`src/rtl/free_list_nway_pkg.sv`:
```
// rtl/free_list_nway_pkg.sv - shared sizes, tag/pointer types, lane bundles and wrap-bit pointer helpers
package free_list_nway_pkg;

  localparam int NUM_SUPER = 2;
  localparam int NUM_PR    = 64;
  localparam int NUM_ARCH  = 32;
  localparam int NUM_FL    = NUM_PR - NUM_ARCH;
  localparam int ZERO_PR   = 31;
  localparam int PRW       = $clog2(NUM_PR);
  localparam int IDXW      = $clog2(NUM_FL);
  localparam int PTRW      = IDXW + 1;
  localparam int CNTW      = $clog2(NUM_FL + 1);
  localparam int LCW       = $clog2(NUM_SUPER + 1);

  typedef logic [PTRW-1:0] FL_PTR_t;
  typedef logic [PRW-1:0]  PR_t;

  typedef struct packed {
    logic                 en;
    logic [NUM_SUPER-1:0] dest_valid;
  } DISPATCH_t;

  typedef struct packed {
    logic [NUM_SUPER-1:0] en;
    PR_t  [NUM_SUPER-1:0] told;
  } RETIRE_t;

  // NUM_FL need not be a power of two, so the index wraps by compare-and-subtract
  function automatic FL_PTR_t fl_ptr_add(FL_PTR_t p, logic [LCW-1:0] n);
    logic [IDXW:0] sum;
    sum = {1'b0, p[IDXW-1:0]} + {{(IDXW + 1 - LCW){1'b0}}, n};
    if (sum >= (IDXW + 1)'(NUM_FL)) begin
      sum = sum - (IDXW + 1)'(NUM_FL);
      return {~p[IDXW], sum[IDXW-1:0]};
    end
    return {p[IDXW], sum[IDXW-1:0]};
  endfunction

  function automatic logic [CNTW-1:0] fl_dist(FL_PTR_t hi, FL_PTR_t lo);
    int d;
    d = int'(hi[IDXW-1:0]) - int'(lo[IDXW-1:0]);
    if (hi[IDXW] != lo[IDXW]) d = d + NUM_FL;
    return CNTW'(d);
  endfunction

endpackage

```
`src/rtl/fl_lane_prefix.sv`:
```
// rtl/fl_lane_prefix.sv - exclusive prefix popcount across N lanes, plus the total
module fl_lane_prefix #(
  parameter int N  = 2,
  parameter int CW = $clog2(N + 1)
) (
  input  logic [N-1:0]         i_bits,
  output logic [N-1:0][CW-1:0] o_pre,
  output logic [CW-1:0]        o_total
);

  always_comb begin
    o_total = '0;
    o_pre   = '0;
    for (int i = 0; i < N; i++) begin
      o_pre[i] = o_total;
      o_total  = o_total + CW'(i_bits[i]);
    end
  end

endmodule

```
`src/rtl/free_list_nway.sv`:
```
// rtl/free_list_nway.sv - N-way circular free list of physical register tags with checkpoint rollback
// Define FREE_LIST_PARTIAL_EN to let a bundle dispatch partially; otherwise allocation is all-or-nothing.
module free_list_nway
  import free_list_nway_pkg::*;
(
  input  logic                           clock,
  input  logic                           reset,
  input  logic                           dispatch_en,
  input  logic [NUM_SUPER-1:0]           dest_valid,
  output logic [NUM_SUPER-1:0]           alloc_grant,
  output logic                           alloc_ready,
  output logic [NUM_SUPER-1:0][PRW-1:0]  alloc_pr,
  output logic [NUM_SUPER-1:0][PTRW-1:0] alloc_ptr,
  input  logic [NUM_SUPER-1:0]           retire_en,
  input  logic [NUM_SUPER-1:0][PRW-1:0]  told_pr,
  input  logic                           rollback_en,
  input  logic [PTRW-1:0]                rollback_ptr,
  output logic [CNTW-1:0]                free_count,
  output logic                           empty,
  output logic                           full
);

  PR_t     r_ring [NUM_FL];
  FL_PTR_t r_rd_ptr;
  FL_PTR_t r_wr_ptr;

  DISPATCH_t                     w_disp;
  RETIRE_t                       w_ret;
  logic [NUM_SUPER-1:0]          w_need;
  logic [NUM_SUPER-1:0]          w_free;
  logic                          w_ret_run;
  logic [NUM_SUPER-1:0][LCW-1:0] w_apre;
  logic [NUM_SUPER-1:0][LCW-1:0] w_rpre;
  logic [LCW-1:0]                w_atot;
  logic [LCW-1:0]                w_rtot;
  logic [LCW-1:0]                w_ntake;
  FL_PTR_t [NUM_SUPER-1:0]       w_rd_slot;
  FL_PTR_t [NUM_SUPER-1:0]       w_wr_slot;

  assign w_disp.en         = dispatch_en;
  assign w_disp.dest_valid = dest_valid;
  assign w_ret.en          = retire_en;
  assign w_ret.told        = told_pr;

  assign w_need = {NUM_SUPER{w_disp.en}} & w_disp.dest_valid;

  // A retire lane frees only while every lower lane is also retiring
  always_comb begin
    w_ret_run = 1'b1;
    w_free    = '0;
    for (int i = 0; i < NUM_SUPER; i++) begin
      w_ret_run = w_ret_run & w_ret.en[i];
      w_free[i] = w_ret_run & (w_ret.told[i] != PR_t'(ZERO_PR));
    end
  end

  fl_lane_prefix #(.N(NUM_SUPER), .CW(LCW)) u_alloc_prefix (
    .i_bits (w_need),
    .o_pre  (w_apre),
    .o_total(w_atot)
  );

  fl_lane_prefix #(.N(NUM_SUPER), .CW(LCW)) u_retire_prefix (
    .i_bits (w_free),
    .o_pre  (w_rpre),
    .o_total(w_rtot)
  );

  assign free_count  = fl_dist(r_wr_ptr, r_rd_ptr);
  assign empty       = (free_count == '0);
  assign full        = (free_count == CNTW'(NUM_FL));
  assign alloc_ready = !rollback_en && (CNTW'(w_atot) <= free_count);

`ifdef FREE_LIST_PARTIAL_EN
  logic w_run_ok;

  always_comb begin
    w_run_ok    = 1'b1;
    alloc_grant = '0;
    for (int i = 0; i < NUM_SUPER; i++) begin
      w_run_ok       = w_run_ok & (!w_need[i] | (CNTW'(w_apre[i]) + CNTW'(1) <= free_count));
      alloc_grant[i] = dispatch_en & !rollback_en & w_run_ok;
    end
  end
`else
  assign alloc_grant = {NUM_SUPER{dispatch_en & alloc_ready}};
`endif

  always_comb begin
    w_ntake = '0;
    for (int i = 0; i < NUM_SUPER; i++) begin
      w_rd_slot[i] = fl_ptr_add(r_rd_ptr, w_apre[i]);
      w_wr_slot[i] = fl_ptr_add(r_wr_ptr, w_rpre[i]);
      alloc_ptr[i] = fl_ptr_add(r_rd_ptr, w_apre[i] + LCW'(w_need[i]));
      alloc_pr[i]  = (alloc_grant[i] & w_need[i]) ? r_ring[w_rd_slot[i][IDXW-1:0]] : PR_t'(ZERO_PR);
      w_ntake      = w_ntake + LCW'(alloc_grant[i] & w_need[i]);
    end
  end

  always_ff @(posedge clock) begin
    if (reset) begin
      for (int i = 0; i < NUM_FL; i++) r_ring[i] <= PR_t'(NUM_ARCH + i);
      r_rd_ptr <= '0;
      r_wr_ptr <= {1'b1, {IDXW{1'b0}}};
    end else begin
      for (int i = 0; i < NUM_SUPER; i++) begin
        if (w_free[i]) r_ring[w_wr_slot[i][IDXW-1:0]] <= w_ret.told[i];
      end
      r_rd_ptr <= rollback_en ? rollback_ptr : fl_ptr_add(r_rd_ptr, w_ntake);
      r_wr_ptr <= fl_ptr_add(r_wr_ptr, w_rtot);
    end
  end

  // Protocol checks: over-freeing, and rolling back outside the in-flight window
  always_ff @(posedge clock) begin
    if (!reset) begin
      assert (32'(free_count) + 32'(w_rtot) <= 32'(NUM_FL));
      if (rollback_en) assert (fl_dist(r_rd_ptr, rollback_ptr) <= CNTW'(NUM_FL) - free_count);
    end
  end

endmodule
```
`config.mk`:
```
export PLATFORM = sky130hd
export DESIGN_NAME = free_list_nway
export DESIGN_NICKNAME = d
export VERILOG_FILES = /design/src/rtl/free_list_nway_pkg.sv /design/src/rtl/fl_lane_prefix.sv /design/src/rtl/free_list_nway.sv
export SDC_FILE = /design/constraint.sdc
export NUM_CORES = 1
export LEC_CHECK = 0
export ABC_CLOCK_PERIOD_IN_PS = 4400
export BUFFER_PORTS_ARGS = -buffer_cell sky130_fd_sc_hd__clkbuf_2
export CORE_MARGIN = 3
export CORE_UTILIZATION = 50
export DETAILED_ROUTE_END_ITERATION = 8
export GPL_ROUTABILITY_DRIVEN = 0
export GPL_TIMING_DRIVEN = 0
export PLACE_DENSITY = 0.68
export SYNTH_ARGS = -nofsm -noshare
export SYNTH_HDL_FRONTEND = slang
export SYNTH_SLANG_ARGS = --single-unit
```
`constraint.sdc`:
```
create_clock -name clock -period 4.4 [get_ports clock]
set_clock_uncertainty 0.2 [all_clocks]
set_input_delay 0.66 -clock clock [delete_from_list [all_inputs] [get_ports clock]]
set_output_delay 0.66 -clock clock [all_outputs]
set_load 0.02 [all_outputs]
```
### After elaboration in Yosys (flattened, before gate mapping)

Memories as Yosys holds them, arrays and structs flattened.
Index checks and enable logic that the tools add are counted.

| storage, ports and cells | value |
|---|---|
| output and inout port bits | 35 |
| logic and storage cells | 99 |
| memories | 1 |
| bits in writable memories | 192 |
| bits in registers | 12 |
| input port bits | 26 |

| operators by class | value |
|---|---|
| order comparisons | 8 |
| equality and inequality tests | 4 |
| mux-type cells | 48 |
| add/sub/neg operators | 17 |
| reduce and logical (&&, ||, !) cells | 6 |
| bitwise gates (word level) | 11 |

Memories:

| name | depth | bits a word | read ports | clocked after Yosys merged registers in | wr ports | line | text |
|---|---|---|---|---|---|---|---|
| r_ring | 32 | 6 | 2 | 0 | 32 | free_list_nway.sv:23 | `PR_t r_ring [NUM_FL];` |

Operators with widths:

| cell | number |
|---|---|
| 5-bit two-way mux | 16 |
| 6-bit two-way mux | 13 |
| 5-bit by 1-bit subtractor with 5-bit output (second input constant) | 7 |
| 6-bit greater-or-equal comparator (second input constant) | 5 |
| 1-bit two-way mux | 19 |
| 5-bit by 2-bit adder with 6-bit output | 3 |
| 5-bit by 1-bit adder with 6-bit output | 2 |
| 5-bit by 6-bit greater-or-equal comparator with 1-bit output (second input constant) | 2 |
| 6-bit by 5-bit inequality test with 1-bit output (second input constant) | 2 |
| 6-bit OR reduction | 2 |
| 1-bit bitwise AND | 8 |
| 1-bit by 1-bit adder with 2-bit output | 3 |
| 6-bit adder (second input constant) | 1 |
| 6-bit == test (second input constant) | 1 |
| 2-bit by 6-bit <= comparator with 1-bit output | 1 |
| 6-bit logical NOT | 1 |
| 5-bit by 5-bit subtractor with 6-bit output | 1 |
| 2-bit bitwise AND | 1 |
| 1-bit inverter | 2 |
| 2-bit nonzero test | 1 |
| 1-bit logical AND | 1 |
| 1-bit logical NOT | 1 |
| 1-bit inequality test | 1 |

### Longest topological paths before layout

Gate-level depths: netlist of the first run.

| depth | value |
|---|---|
| word-level depth | 14 |
| depth in mapped cells | 20 |
| depth with buffers taken out | 18 |

### Modules after synthesis

Synthesis of the first run repeated with hierarchy kept, for this count alone.

| second synthesis, totals | value |
|---|---|
| cells, all modules | 1254 |
| area, all modules | 14868.0 um2 |

By module, submodules not included:

| module | area each (um2) | seq. area each (um2) | cells an instance | times used |
|---|---|---|---|---|
| free_list_nway | 14775.4 | 6005.8 | 1242 | 1 |
| fl_lane_prefix | 46.3 | 0.0 | 6 | 2 |

### Worst setup path before layout of the first run

No wires, ideal clock.

| timing | value |
|---|---|
| path type | flip-flop to output port |
| start | register r_rd_ptr[1] |
| end | output port alloc_grant[1] |
| stages on the path, launching flop included | 12 |
| arrival | 3.422 ns |
| required time | 3.540 ns |
| setup slack | 0.118 ns |
| path through | dfxtp_1 -> clkbuf_1 -> buf_1 -> inv_1 -> fa_1 -> inv_1 -> ha_1 -> nor2b_1 -> o21ai_0 -> nor3_1 -> nor3b_1 -> buf_4 |

| on the way | value |
|---|---|
| cells in the longest elaborated chain, start to end | 6 |

RTL lines:

| what | line | text |
|---|---|---|
| start, declared | free_list_nway.sv:24 | `FL_PTR_t r_rd_ptr;` |
| start signal, assigned | free_list_nway.sv:109 | `r_rd_ptr <= rollback_en ? rollback_ptr : fl_ptr_add(r_rd_ptr, w_ntake);` |
| 5-bit by 5-bit subtractor with 6-bit output (*) | free_list_nway_pkg.sv:41 | `d = int'(hi[IDXW-1:0]) - int'(lo[IDXW-1:0]);` |
| 6-bit adder | free_list_nway_pkg.sv:42 | `if (hi[IDXW] != lo[IDXW]) d = d + NUM_FL;` |
| 6-bit two-way mux (*) | free_list_nway_pkg.sv:42 |  |
| named net free_count[1] | free_list_nway.sv:18 | `output logic [CNTW-1:0] free_count,` |
| 2-bit by 6-bit <= comparator with 1-bit output (*) | free_list_nway.sv:72 | `assign alloc_ready = !rollback_en && (CNTW'(w_atot) <= free_count);` |
| 1-bit logical AND (*) | free_list_nway.sv:72 |  |
| 1-bit bitwise AND (*) | free_list_nway.sv:86 | `assign alloc_grant = {NUM_SUPER{dispatch_en & alloc_ready}};` |
| end, declared | free_list_nway.sv:10 | `output logic [NUM_SUPER-1:0] alloc_grant,` |

Mark *: on every way through the listed nets, which the timed path passes. The rest lies on a longest branch.

==> flow_summary.json, run 1 <==
{
  "cts_root_buf": "clkbuf_16",
  "design.core.area_um2": 26350,
  "hold_buffers": 0,
  "synth.distinct_cells": 59,
  "mostFrequentLayoutCell": "edfxtp_1",
  "p_int_w": 0.003694,
  "combPwrFrac": 0.192,
  "switching_share": 0.2909,
  "r2r_slack_ps": 400,
  "place_ws_ps": -554.5,
  "worstSetupStartpointType": "flip-flop",
  "arrival_ps": 3490,
  "ys_ff_latch": 204,
  "vias": 12065,
  "synthArstFlopShare": 0,
  "leakage_nw": 4.880,
  "antenna_found_initial": 4,
  "grt_max_degree": 14,
  "drc": 0,
  "final_cell_mix": "edfxtp_1 (192), nand2_1 (171), nor2_1 (133), mux4_2 (98), a21oi_1 (74)",
  "power_w": 0.005209,
  "syn-instance-count": 1301,
  "syn_area_um2": 13580,
  "core.rowCount": 59,
  "die_width_um": 170.8,
  "drt-pass1-iter-count": 9,
  "cts_buffer_depth": 3,
  "whs_path_depth": 3,
  "seq_area_frac_synth": 0.4424,
  "r2r-end": "r_rd_ptr[5]",
  "setup_violations": 0,
  "overflow": 0,
  "io_pins": 61,
  "reg2regPathDepth": 19,
  "hold_path.class": "in2reg",
  "worstSetupPathType": "reg2out",
  "cts.sinks": 204,
  "worst_slew_pin_slew_ps": 1233,
  "cts_buffers": 23,
  "period_share": 0.9896,
  "num-nets-final": 1430,
  "place_hpwl_mm": 37.42,
  "start_util": 0.5152,
  "drtIter0Drc": 1923,
  "ant_nets": 0,
  "synth-edff-count": 192,
  "area_growth_syn_to_layout_pct": 11.60,
  "finalHoldViolCount": 0,
  "ys.flop_type": "edfxtp_1",
  "ir_drop_mv": 0.2293,
  "cts.htree.levels": 1,
  "worstSetupEndpointType": "primary output",
  "powerDensity_nw_per_um2": 343.8,
  "timing.fmax_ghz": 0.2297,
  "period_needed_ps": 4354,
  "r2r_start": "r_wr_ptr[0]",
  "cp_max_fo": 9,
  "tritoncts": "yes",
  "yosys_warnings": 0,
  "slew_headroom": 0.1706,
  "grt_pass1_vias": 11250,
  "drv_cap": 0,
  "synth_nets": 1347,
  "clk_latency_ps": 530,
  "final_cells": 1736,
  "dp.cells": 1693,
  "setup_slack_ps": 45.97,
  "avgSynthCellArea_um2": 10.44,
  "min_from": "rollback_ptr[4]",
  "die-area_um2": 29170,
  "grt_pass1_wl_mm": 72.17,
  "vias_per_cell": 6.950,
  "die_h_um": 170.8,
  "p_switching_w": 0.001515,
  "rsz0062_at_grt": "true",
  "status": "completed",
  "clockPowerShare": 0.385,
  "required_ps": 3540,
  "globalRouteTotalUtil": 0.3401,
  "port-buffer-count": 57,
  "slew_viol_final": 0,
  "clk_pin_slew_ps": 70,
  "min_to": "r_rd_ptr[4]",
  "wl_per_cell_um": 28.75,
  "wl_mm": 49.90,
  "seqPwrFrac": 0.422,
  "drive_above_1_share": 0.1864
}
[registers in the layout, summed over array words and instances, names as in the netlist]
signal / count
r_wr_ptr: 6
r_rd_ptr: 6
r_ring: 192
[worst max path at each step]
stage | from | endpoint | slack, ps | cells past startpoint
2_1_floorplan | r_rd_ptr[1] | alloc_grant[1] | 120 | 11
5_1_grt | r_rd_ptr[1] | alloc_pr[4] | -40 | 11
3_3_place_gp | told_pr[3] | r_ring[30][5] | -510 | 10
6_report | r_wr_ptr[0] | alloc_pr[2] | 50 | 12
4_1_cts | r_rd_ptr[1] | alloc_pr[2] | 4 | 11
3_5_place_dp | r_rd_ptr[1] | r_rd_ptr[5] | -550 | 18
[synth_stat cells, drive strengths merged, types with 13 or more instances]
cell | instances | share of area
edfxtp | 192 | 0.42
nand2 | 171 | 0.047
nor2 | 134 | 0.037
mux4 | 98 | 0.16
clkbuf | 78 | 0.022
a21oi | 74 | 0.027
nand3 | 68 | 0.025
o21ai | 64 | 0.024
nor3 | 55 | 0.020
mux2i | 47 | 0.035
buf | 41 | 0.015
a31oi | 32 | 0.015
inv | 26 | 0.0072
o31ai | 17 | 0.0094
ha | 16 | 0.015
nand2b | 16 | 0.0074
or3 | 16 | 0.0074
nor4 | 13 | 0.0060
xnor2 | 13 | 0.0084
[cell type report]
type                    instances  area, um^2
diodes                          1       2.502
clock inverters                17       182.7
inverters                      30       120.1
repair buffers                 59       300.3
clock buffers                  24       579.3
well taps                     335       419.2
flip-flops and latches        204        6010
fillers                      2226       11200
multi-input cells             948        6999
plain buffers                 118       539.3
[power by group through the flow]
stage                     Sequential (W)  Combinational (W)  Clock, W
after detailed placement         0.00224           0.000940         0
after floorplan                  0.00222           0.000614         0
after global placement           0.00224           0.000934         0
after global routing             0.00220            0.00105   0.00206
final                            0.00220            0.00100   0.00201
after CTS                        0.00220           0.000957   0.00199
[through the flow]
stage / hold slack, ps / utilization / cell area (um^2) / TNS (ps)
2_1_floorplan: 329.0 / - / 13580 / 0
3_3_place_gp: 373.0 / 0.5419 / 14280 / -37000
3_5_place_dp: 381.4 / 0.5419 / 14280 / -42950
4_1_cts: 181.4 / 0.5731 / 15100 / 0
5_1_grt: 194.1 / 0.5748 / 15150 / -102.1
6_report: 173.9 / 0.5749 / 15150 / 0
[kinds of logic (layout without fill, tap and decap cells)]
family                   count (synthesis)  in the layout  synth area share
AO/OA/AOI/OAI                          225            225           0.09667
XOR/XNOR                                18             18           0.01216
adder cells (fa/ha/maj)                 20             20           0.02064
buffers and inverters                  149            248           0.04470
flip-flops                             204            204            0.4424
multiplexers                           150            150            0.2014
other                                    0              1                 0
AND/OR/NAND/NOR                        535            535            0.1821
[routing by layer]
metal / wire length [um] / track usage / vias up / share of wire
li1: - / - / 5079 / -
met1: 17430 / 0.4508 / 5709 / 0.35
met2: 21510 / 0.5084 / 1051 / 0.43
met3: 7772 / 0.1026 / 222 / 0.16
met4: 3167 / 0.1771 / 4 / 0.063
met5: 29 / 0 / - / 0.00058
[worst max-delay path, cell delays in order, from the launching register on]
cell        delay (ps)
dfxtp_1            360
buf_6              180
clkinvlp_4         180
ha_1               240
inv_1               80
fa_2               450
inv_1               70
ha_1               240
nor2b_1            150
o21ai_2            170
nor3_4              90
or4_1              560
buf_2              190
[what timing repair did]
item,CTS,global route
setup buffers,1,1
endpoints found under the setup margin,30,51
resized for setup,26,19
No activity file was read; power rests on OpenSTA's default activity.
==> inputs of run 2 (changes only) <==
--- a/config.mk
+++ b/config.mk
@@ -9,6 +9,7 @@
 export BUFFER_PORTS_ARGS = -buffer_cell sky130_fd_sc_hd__clkbuf_2
 export CORE_MARGIN = 3
 export CORE_UTILIZATION = 50
+export CTS_BUF_LIST = sky130_fd_sc_hd__clkbuf_2
 export DETAILED_ROUTE_END_ITERATION = 8
 export GPL_ROUTABILITY_DRIVEN = 0
 export GPL_TIMING_DRIVEN = 0
==> flow_summary.json, run 2 (synthesized netlist as in run 1, its figures left out) <==
{
  "cp.depth": 11,
  "die_width_um": 170.8,
  "arrival_ps": 3520,
  "r2r_start": "r_rd_ptr[2]",
  "cp_top_family": "adder cells",
  "mostFrequentLayoutCell": "edfxtp_1",
  "clk_latency_ps": 880,
  "largest_registers": "r_ring x192, r_rd_ptr x6, r_wr_ptr x6",
  "vias_per_cell": 6.878,
  "worstSetupStartpointType": "flip-flop",
  "die-area_um2": 29170,
  "cts.htree.levels": 2,
  "globalRouteTotalUtil": 0.3471,
  "p_switching_w": 0.001559,
  "drtIter0Drc": 2065,
  "cp_max_fo": 6,
  "place_hpwl_mm": 37.42,
  "clockPowerShare": 0.277,
  "period_share": 0.9960,
  "cts_buffer_depth": 3,
  "r2r_slack_ps": 200,
  "hold_path.class": "in2reg",
  "critPathBufInv": 4,
  "grt_max_degree": 15,
  "required_ps": 3540,
  "power_w": 0.004558,
  "path_cells": "clkinvlp_4 > ha_4 > inv_2 > fa_2 > inv_2 > ha_4 > nor2b_4 > o21ai_4 > nor3_4 > or4_4 > buf_8",
  "placedInstanceArea_um2": 14280,
  "final_cell_mix": "edfxtp_1 (192), nand2_1 (171), nor2_1 (133), clkbuf_2 (121), mux4_2 (98)",
  "drv_cap": 0,
  "wl_mm": 51.06,
  "seqPwrFrac": 0.483,
  "powerDensity_nw_per_um2": 297.6,
  "num-nets-final": 1480,
  "cts_buffers": 51,
  "p_int_w": 0.002999,
  "start_util": 0.5152,
  "design.core.area_um2": 26350,
  "slew_viol_final": 0,
  "die_h_um": 170.8,
  "worstSetupPathType": "reg2out",
  "endpoint": "alloc_pr[4]",
  "drive_above_1_share": 0.2385,
  "rsz0062_at_grt": "true",
  "r2r-end": "r_rd_ptr[4]",
  "io_pins": 61,
  "largest_reg_flops": 192,
  "leakage_nw": 5.021,
  "switching_share": 0.3420,
  "vias": 12436,
  "grt_pass1_vias": 11694,
  "grt_pass1_wl_mm": 73.65,
  "crit_slowest_cell": "or4_4",
  "slew_headroom": 0.2788,
  "area_growth_syn_to_layout_pct": 12.83,
  "seq_area_um2": 6020,
  "overflow": 0,
  "startpoint": "r_wr_ptr[0]",
  "nFillCells": 2223,
  "worstSetupEndpointType": "primary output",
  "setup_violations": 0,
  "drt-pass1-iter-count": 8,
  "multi_input_area_um2": 7174,
  "reg2regPathDepth": 19,
  "status": "completed",
  "largest-register": "r_ring",
  "cts_root_buf": "clkbuf_2",
  "ant_nets": 0,
  "drc": 0,
  "combPwrFrac": 0.240,
  "cts.sinks": 204,
  "clk_pin_slew_ps": 130,
  "wl_per_cell_um": 28.24,
  "max_stage_delay_ps": 560,
  "ir_drop_mv": 0.1462,
  "timing.fmax_ghz": 0.2282,
  "port-buffer-count": 57,
  "period_needed_ps": 4382,
  "tritoncts": "yes",
  "core.rowCount": 59,
  "antenna_found_initial": 4,
  "worst_slew_pin_slew_ps": 1082,
  "final_area_um2": 15320,
  "finalHoldViolCount": 0
}
## run 2: cell count changes in the layout (fill, tap and decap cells not counted), sizes merged
cell / change
clkbuf: +44
dlygate4sd3: +9
inv: -2
clkinv: +9
buf: +14
clkinvlp: +2
bufinv: -4
## run 2: power by group through the flow
| stage | sequential (W) | combinational [W] | clock, W |
|---|---|---|---|
| after floorplan | 0.00222 | 0.000614 | 0 |
| after global placement | 0.00224 | 0.000934 | 0 |
| after detailed placement | 0.00224 | 0.000940 | 0 |
| after CTS | 0.00220 | 0.00102 | 0.00125 |
| after global routing | 0.00220 | 0.00114 | 0.00135 |
| final | 0.00220 | 0.00109 | 0.00126 |
## run 2: area by class of cell
cell class	count	share of cell area
Clock buffer	69	0.02254
Sequential cell	204	0.3930
Timing Repair Buffer	83	0.03716
Inverter	30	0.008331
Tap cell	335	0.02736
Clock inverter	22	0.006208
Buffer	116	0.03692
Multi-Input combinational cell	948	0.4684
Antenna cell	1	0.0001634
## run 2: metrics by stage
step                      TNS (ps)  hold WS (ps)  setup slack (ps)  std cells    util
after global placement      -37000         373.0            -512.8       1693  0.5419
after global routing        -26.58         43.76            -13.88       1808  0.5813
after floorplan                  0         329.0             117.9       1301       -
after detailed placement    -42950         381.4            -554.5       1693  0.5419
final                            0         35.80             17.69       1808  0.5813
after CTS                   -190.8         11.56            -36.45       1799  0.5737
## run 2: worst min path at each step
stage	startpoint	endpoint	slack [ps]	cells after the start
after global routing	told_pr[11]	r_ring[4][5]	40	2
after detailed placement	r_wr_ptr[5]	r_wr_ptr[5]	380	2
after CTS	told_pr[7]	r_ring[8][1]	10	3
after floorplan	r_wr_ptr[5]	r_wr_ptr[5]	330	2
after global placement	r_wr_ptr[5]	r_wr_ptr[5]	370	2
final	told_pr[11]	r_ring[4][5]	40	2
## run 2: metal layers
layer  GRT usage  vias up  routed length [um]
met5           0        -                  68
met4      0.2007        8                3684
met3      0.1232      260                7889
met2      0.5123     1101               21730
met1      0.4449     5876               17690
li1            -     5191                   -
## run 2: repair_timing
| action | in CTS | in global routing |
|---|---|---|
| resized for setup | 80 | 43 |
| endpoints found under the hold margin | 7 | 0 |
| hold buffers | 9 | 0 |
| pin swaps | 10 | 12 |
| setup buffers | 6 | 12 |
| endpoints found under the setup margin | 27 | 67 |
==> inputs of run 3 (changes only) <==
==> constraint.sdc (replaced) <==
create_clock -name clock -period 4.4 [get_ports clock]
set_clock_uncertainty 0.2 [all_clocks]
set_input_delay 0.22 -clock clock [delete_from_list [all_inputs] [get_ports clock]]
set_output_delay 0.22 -clock clock [all_outputs]
set_load 0.02 [all_outputs]
==> flow_summary.json, run 3 (synthesized netlist as in run 1, its figures left out) <==
{
  "r2r_start": "r_rd_ptr[2]",
  "arrival_ps": 4800,
  "routed-wl-met3_mm": 7.713,
  "wl_met2_mm": 21.80,
  "r2r-end": "r_rd_ptr[0]",
  "grt_pass1_vias": 11657,
  "cts.htree.levels": 2,
  "die-area_um2": 29170,
  "min_to": "r_ring[7][0]",
  "cp_max_fo": 10,
  "largest-register": "r_ring",
  "worst_slew_pin_slew_ps": 1583,
  "die_width_um": 170.8,
  "reg2regPathDepth": 15,
  "tritoncts": "yes",
  "period_needed_ps": 4439,
  "antenna_found_initial": 4,
  "core.rowCount": 59,
  "wl_mm": 50.52,
  "io_pins": 61,
  "wl_per_cell_um": 27.80,
  "finalHoldViolCount": 0,
  "drt-pass1-iter-count": 9,
  "timing.fmax_ghz": 0.2253,
  "min_from": "told_pr[0]",
  "ir_drop_mv": 0.1462,
  "cts_buffer_depth": 3,
  "overflow": 0,
  "mostFrequentLayoutCell": "edfxtp_1",
  "wl_met1_mm": 17.58,
  "cts_buffers": 51,
  "cts_root_buf": "clkbuf_2",
  "setup_slack_ps": -39.11,
  "powerDensity_nw_per_um2": 295.8,
  "place_hpwl_mm": 37.42,
  "area_growth_syn_to_layout_pct": 11.22,
  "clk_pin_slew_ps": 130,
  "worstSetupStartpointType": "primary input",
  "slew_headroom": -0.06343,
  "vias_per_cell": 6.801,
  "drtIter0Drc": 1900,
  "slew_viol_final": 7,
  "drv_cap": 1,
  "setup_violations": 1,
  "clk_latency_ps": 850,
  "design.core.area_um2": 26350,
  "port-buffer-count": 57,
  "final_cell_mix": "edfxtp_1 (192), nand2_1 (171), nor2_1 (133), clkbuf_2 (129), mux4_2 (98)",
  "leakage_nw": 4.946,
  "drc": 0,
  "top_layer": "met5",
  "violations": "capacitance limit, slew limit, setup timing",
  "ant_nets": 0,
  "grt_max_degree": 15,
  "status": "complete, but fails checks",
  "hold_path.class": "in2reg",
  "worstSetupEndpointType": "flip-flop",
  "required_ps": 4760,
  "whs_path_depth": 4,
  "largest_reg_flops": 192,
  "period_share": 1.009,
  "globalRouteTotalUtil": 0.3456,
  "grt_pass1_wl_mm": 73.15,
  "r2r_slack_ps": 260,
  "largest_registers": "r_ring x192, r_rd_ptr x6, r_wr_ptr x6",
  "start_util": 0.5152,
  "cts.sinks": 204,
  "num-nets-final": 1488,
  "vias": 12358,
  "drive_above_1_share": 0.2027,
  "worstSetupPathType": "in2reg",
  "die_h_um": 170.8,
  "place_ws_ps": -554.5,
  "finalSetupTns_ps": -39.11
}
[run 3: cell types whose count changed in the layout (fill, tap and decap cells not counted), moves of 6 or more]
cell | before | now
ha_4 | 7 | 0
buf_4 | 22 | 4
clkbuf_2 | 121 | 129
ha_1 | 7 | 13
dlygate4sd3_1 | 9 | 30
buf_6 | 11 | 3
clkbuf_8 | 6 | 0
[run 3: final cells by class]
cell class | instances | area (um^2)
fillers | 2263 | 11250
repair buffers | 89 | 600.6
well taps | 335 | 419.2
diodes | 2 | 5.005
inverters | 30 | 120.1
clock inverters | 22 | 95.09
flip-flops and latches | 204 | 6007
clock buffers | 69 | 345.3
multi-input cells | 948 | 6984
plain buffers | 118 | 523.0
[run 3: critical path, stage by stage]
cell and delay [ps]:
dlygate4sd3_1 520, clkbuf_1 400, nand4_1 380, o21a_1 300, ha_1 280, ha_1 420
nor3_1 1270, and3_1 370, clkbuf_1 320, o21ai_0 310
[run 3: stage by stage]
step / area [um^2] / power, W / hold slack, ps / utilization / instances
6_report: 15100 / 0.004467 / 80.01 / 0.5729 / 1817
5_1_grt: 15100 / 0.004613 / 28.89 / 0.5729 / 1816
4_1_cts: 15060 / 0.004417 / 37.71 / 0.5714 / 1815
3_5_place_dp: 14280 / 0.003179 / 270.2 / 0.5419 / 1693
3_3_place_gp: 14280 / 0.003169 / 267.3 / 0.5419 / 1693
2_1_floorplan: 13580 / 0.002837 / 162.7 / - / 1301
[run 3: how the worst max path moves through the flow]
stage,from,end,slack [ps],depth (start not counted)
6_report,told_pr[3],r_ring[12][0],-40,10
3_3_place_gp,r_rd_ptr[1],r_rd_ptr[5],-470,18
4_1_cts,r_rd_ptr[0],alloc_pr[8],30,9
2_1_floorplan,r_rd_ptr[1],r_rd_ptr[5],240,18
5_1_grt,r_wr_ptr[0],alloc_pr[4],-2,12
3_5_place_dp,r_rd_ptr[1],r_rd_ptr[5],-550,18
[run 3: report_power, final]
group / internal (W) / leakage (nW) / switching [W]
combinational: 0.000355 / 2.93 / 0.000659
sequential: 0.00216 / 1.69 / 0.0000350
clock: 0.000433 / 0.330 / 0.000822
[run 3: layer usage]
layer | vias to the layer above | track usage
met2 | 1052 | 0.5149
met3 | 234 | 0.1257
li1 | 5214 | -
met4 | 6 | 0.1908
met1 | 5852 | 0.4405
met5 | - | 0
[run 3: repair_timing]
item | 4_1_cts | 5_1_grt
hold buffers | 30 | 0
buffers inserted | 2 | 0
gates cloned | 0 | 0
pin swaps | 0 | 0
gates resized for setup | 14 | 18
endpoints found under the hold margin | 89 | 0
setup endpoints to repair | 23 | 42
